**config.mk**
```make
export PLATFORM = sky130hd
export DESIGN_NAME = wb_regfile
export DESIGN_NICKNAME = d
export VERILOG_FILES = /design/src/rtl/wb_regfile.sv
export SDC_FILE = /design/constraint.sdc
export NUM_CORES = 2
export LEC_CHECK = 0
export CORE_AREA = 2 2 360 362
export DETAILED_ROUTE_END_ITERATION = 8
export DIE_AREA = 0 0 362 364
export PLACE_DENSITY_LB_ADDON = 0.05
export SLEW_MARGIN = 40
export SYNTH_ARGS = -nofsm -noshare
export SYNTH_HDL_FRONTEND = slang
export SYNTH_SLANG_ARGS = --single-unit
```
**constraint.sdc**
```tcl
create_clock -name clk -period 2.85 [get_ports clk]
set_clock_uncertainty 0.2 [all_clocks]
set_input_delay 0.57 -clock clk [delete_from_list [all_inputs] [get_ports clk]]
set_output_delay 0.57 -clock clk [all_outputs]
set_load 0.005 [all_outputs]
```
**src/rtl/wb_regfile.sv**
```systemverilog
// MIPS write-back stage: write-back mux plus 32 x 32 register file with hardwired $0.
// Optional same-cycle write-through bypass on the read ports: WB_REGFILE_BYPASS_EN.
module wb_regfile #(
    parameter int unsigned DATA_W = 32,
    parameter int unsigned NREG   = 32
) (
    input  logic              clk,
    input  logic              rst,
    input  logic [1:0]        wb_in,
    input  logic [DATA_W-1:0] add_in,
    input  logic [DATA_W-1:0] dm_in,
    input  logic [4:0]        rd_in,
    input  logic [4:0]        ra1,
    input  logic [4:0]        ra2,
    output logic [DATA_W-1:0] rdata1,
    output logic [DATA_W-1:0] rdata2,
    output logic [DATA_W-1:0] wb_data,
    output logic              wb_we
);

    localparam int unsigned AW = 5;

    // Register $0 has no storage; entries 1..NREG-1 only.
    logic [DATA_W-1:0] regs_q [1:NREG-1];

    // Write-back source select and effective write enable.
    always_comb begin
        wb_data = wb_in[0] ? dm_in : add_in;
        wb_we   = wb_in[1] & (rd_in != AW'(0)) & ~rst;
    end

    always_ff @(posedge clk) begin
        if (rst) begin
            for (int i = 1; i < int'(NREG); i++) begin
                regs_q[i] <= '0;
            end
        end else if (wb_we) begin
            regs_q[rd_in] <= wb_data;
        end
    end

    // Combinational read ports; address 0 and reset force zero.
    always_comb begin
        rdata1 = '0;
        rdata2 = '0;
        if (!rst) begin
            if (ra1 != AW'(0)) begin
                rdata1 = regs_q[ra1];
            end
            if (ra2 != AW'(0)) begin
                rdata2 = regs_q[ra2];
            end
`ifdef WB_REGFILE_BYPASS_EN
            // wb_we already excludes rd_in == 0, so $0 is never bypassed.
            if (wb_we && (ra1 == rd_in)) begin
                rdata1 = wb_data;
            end
            if (wb_we && (ra2 == rd_in)) begin
                rdata2 = wb_data;
            end
`else
`endif
        end
    end

endmodule

```
==> summary.json <==
{
  "detailed_routing": {
    "routed-via-count": 39808,
    "remaining_drc_errors": 0,
    "wl_per_cell_um": 36.1,
    "detailedRoute.firstPassIterationCount": 5,
    "routed_wirelength_um": 228000,
    "route.detailed.vias_per_inst": 6.30,
    "postRouteAntennaNets": 0,
    "drt_first_iter_violations": 5741
  },
  "pwr": {
    "comb_power_share": 0.152,
    "power.switching_fraction": 0.260,
    "power.clock.fraction": 0.385,
    "power.internal_mw": 28.5,
    "max_rail_drop_vdd_v": 0.000490,
    "power_density_mw_per_mm2": 561,
    "cellLeakagePower_nw": 25.7,
    "switchingPower_mw": 10.0,
    "p_seq_frac": 0.463
  },
  "synth": {
    "synthArstFlopShare": 0,
    "synth-main-ff-cell": "sky130_fd_sc_hd__edfxtp_1",
    "synth_enable_flop_cells": 1024,
    "synth_area_per_cell_um2": 13.4,
    "ys_warn_count": 0,
    "synthesis.instances": 3910,
    "synthesis.area_mm2": 0.0522,
    "synth_seq_area_share": 0.589,
    "netlist-cell-type-count": 38,
    "flops_latches_synth": 1024
  },
  "sta": {
    "final_hold_viol_count": 0,
    "worst_pin_slew_ps": 535,
    "layout_setup_ws_ps": -451,
    "period_share": 1.16,
    "timing.fmax_mhz": 303,
    "rsz0062_at_grt": "yes",
    "drv_slew": 0,
    "slew_headroom": 0.633,
    "period_needed_ps": 3300,
    "setup_viol": 64
  },
  "floorplan": {
    "die_area_mm2": 0.132,
    "placeableCoreArea_mm2": 0.128,
    "fp-row-count": 132,
    "floorplan.die.width_um": 362,
    "start_util": 0.407,
    "io_pins": 180,
    "die-height_um": 364
  },
  "placement": {
    "detailed_place_hpwl_um": 153000,
    "place_area_mm2": 0.0619,
    "setup_slack_after_placement_ps": -1070,
    "numPortBuffers": 179,
    "place.gp.congestion": 0.923,
    "place_inst": 5952
  },
  "critical_path": {
    "critical_path_peak_fanout": 2,
    "cp.arrival_ps": 2530,
    "worst_setup_path_start_kind": "flop",
    "worst_setup_path_end_kind": "output pin",
    "crit_required_ps": 2080,
    "worst-setup-path-type": "reg2out"
  },
  "grt": {
    "pin_count_of_the_biggest_net_entering_global_routing": 33,
    "grt_pass1_vias": 38980,
    "global_route.usage.total": 0.343,
    "globalRoute.totalOverflow": 0,
    "initial_antenna_violation_count": 7,
    "wire_length_of_the_first_global_routing_pass_um": 311000
  },
  "final_layout": {
    "top_regs": "regs_q x1024",
    "ratio_of_cells_with_drive_above_1_in_the_final_layout": 0.344,
    "top_register": "regs_q",
    "num-nets-final": 4630,
    "finalInstanceArea_mm2": 0.0687,
    "largest_reg_flops": 1024,
    "finalNonFillerCells": 6316,
    "utilization": 0.535,
    "flow.area_growth_from_synthesis_pct": 31.5
  },
  "clock_network": {
    "ctsLongestPathBuffers": 3,
    "ctsHtreeMaxLevel": 3,
    "cts.sinks": 1024,
    "tritoncts": "built",
    "clock_pin_slew_on_the_worst_setup_and_hold_paths_ps": 60,
    "cts_root_buf": "sky130_fd_sc_hd__clkbuf_16",
    "tritoncts.num_buffers": 116
  },
  "run_status": {
    "status": "finished, violations left",
    "violated_checks": "setup timing"
  },
  "job": {
    "max_cap_violation_count": 0
  },
  "hold_path": {
    "worst_hold_path_type": "in2reg"
  }
}
==> Yosys cell counts (7+ instances only) <==
cell	number	area, µm²
sky130_fd_sc_hd__edfxtp_1	1024	30700
sky130_fd_sc_hd__nor2_1	1000	3750
sky130_fd_sc_hd__mux2i_1	416	4160
sky130_fd_sc_hd__mux4_2	319	7180
sky130_fd_sc_hd__clkbuf_1	274	1030
sky130_fd_sc_hd__a22oi_1	253	1900
sky130_fd_sc_hd__buf_2	97	485
sky130_fd_sc_hd__nand3_1	96	480
sky130_fd_sc_hd__a21oi_1	95	475
sky130_fd_sc_hd__nand2_1	68	255
sky130_fd_sc_hd__nand4_1	64	400
sky130_fd_sc_hd__and3_1	63	394
sky130_fd_sc_hd__nand2b_1	33	206
sky130_fd_sc_hd__inv_1	32	120
sky130_fd_sc_hd__buf_4	20	150
sky130_fd_sc_hd__buf_6	9	101
sky130_fd_sc_hd__buf_1	7	26.3
==> critical path, stage by stage, from the launching register on <==
cell                       delay (ps)
sky130_fd_sc_hd__edfxtp_1         400
sky130_fd_sc_hd__mux4_2           520
sky130_fd_sc_hd__a22o_4           290
sky130_fd_sc_hd__a31oi_4          150
sky130_fd_sc_hd__nand4_1          140
sky130_fd_sc_hd__buf_6            170
sky130_fd_sc_hd__buf_6            110
==> power groups by stage <==
| stage | registers [mW] | clock network [mW] | logic [mW] |
|---|---|---|---|
| 3_3_place_gp | 18.1 | 0 | 5.37 |
| 3_5_place_dp | 18.1 | 0 | 5.36 |
| 4_1_cts | 17.8 | 15.0 | 5.69 |
| 6_report | 17.8 | 14.8 | 5.85 |
| 2_1_floorplan | 18.0 | 0 | 2.57 |
| 5_1_grt | 17.9 | 15.5 | 6.04 |
==> routing by layer <==
metal	global-route usage	vias up	share of wire
li1	-	16084	-
met1	0.468	20758	0.39
met2	0.544	2498	0.46
met3	0.0607	466	0.098
met4	0.142	2	0.047
met5	0	-	0.000053
==> path summary, 6_finish.rpt <==
check                 startpoint            to  slack [ps]  cells past startpoint
setup / recovery  regs_q[31][30]    rdata2[30]        -450                      6
hold / removal          wb_in[0]  regs_q[0][0]         270                      4
==> placed cells by master, fill, tap and decap left out, types with 26 or more instances in the layout <==
master and instances:
sky130_fd_sc_hd__edfxtp_1 1024, sky130_fd_sc_hd__mux4_2 319, sky130_fd_sc_hd__mux2i_4 26, sky130_fd_sc_hd__nor2_1 997, sky130_fd_sc_hd__a22oi_1 179, sky130_fd_sc_hd__buf_6 64, sky130_fd_sc_hd__conb_1 32, sky130_fd_sc_hd__buf_2 63
sky130_fd_sc_hd__nand4_1 64, sky130_fd_sc_hd__nand3_1 91, sky130_fd_sc_hd__nand2b_2 31, sky130_fd_sc_hd__nand2_2 31, sky130_fd_sc_hd__and3_4 55, sky130_fd_sc_hd__a21oi_2 54, sky130_fd_sc_hd__inv_1 30, sky130_fd_sc_hd__clkinv_1 30
sky130_fd_sc_hd__clkbuf_16 124, sky130_fd_sc_hd__buf_12 231, sky130_fd_sc_hd__buf_4 383, sky130_fd_sc_hd__clkdlybuf4s50_1 98, sky130_fd_sc_hd__a22oi_2 74, sky130_fd_sc_hd__a21oi_1 30, sky130_fd_sc_hd__mux2i_1 384, sky130_fd_sc_hd__nand2_1 36
==> through the flow <==
| stage | total power, mW | setup TNS, ps | hold slack, ps |
|---|---|---|---|
| floorplan | 20.6 | 0 | 667 |
| global placement | 23.5 | -875910 | 1060 |
| detailed placement | 23.5 | -881340 | 1060 |
| CTS | 38.5 | -17210 | 273 |
| global route | 39.5 | -17720 | 310 |
| finish | 38.5 | -15410 | 271 |
==> layout make-up <==
cell class,instances,area [µm²]
Fill cell,10714,59700
Inverter,32,120
Sequential cell,1024,30700
Tap cell,1675,2100
Antenna cell,1,2.50
Multi-Input combinational cell,2477,21400
Timing Repair Buffer,896,10700
Clock inverter,71,569
Clock buffer,140,3100
==> logic make-up (layout without fill, tap and decap cells) <==
kind of cell / after synthesis / in the layout / share of synthesized area
muxes: 736 / 736 / 0.218
AOI/OAI and AO/OA: 354 / 354 / 0.0464
DFF: 1024 / 1024 / 0.589
other: 1 / 33 / 0.0000718
buffers and inverters: 440 / 1139 / 0.0369
and+or+nand+nor: 1355 / 1355 / 0.110
==> repair_timing <==
item	4_1_cts	5_1_grt
setup endpoints to repair	66	66
buffers inserted	112	32
hold buffers	0	0
gates resized for setup	573	95
pin swaps	158	65
cloned	14	3
Power figures use the tool's default switching activity.
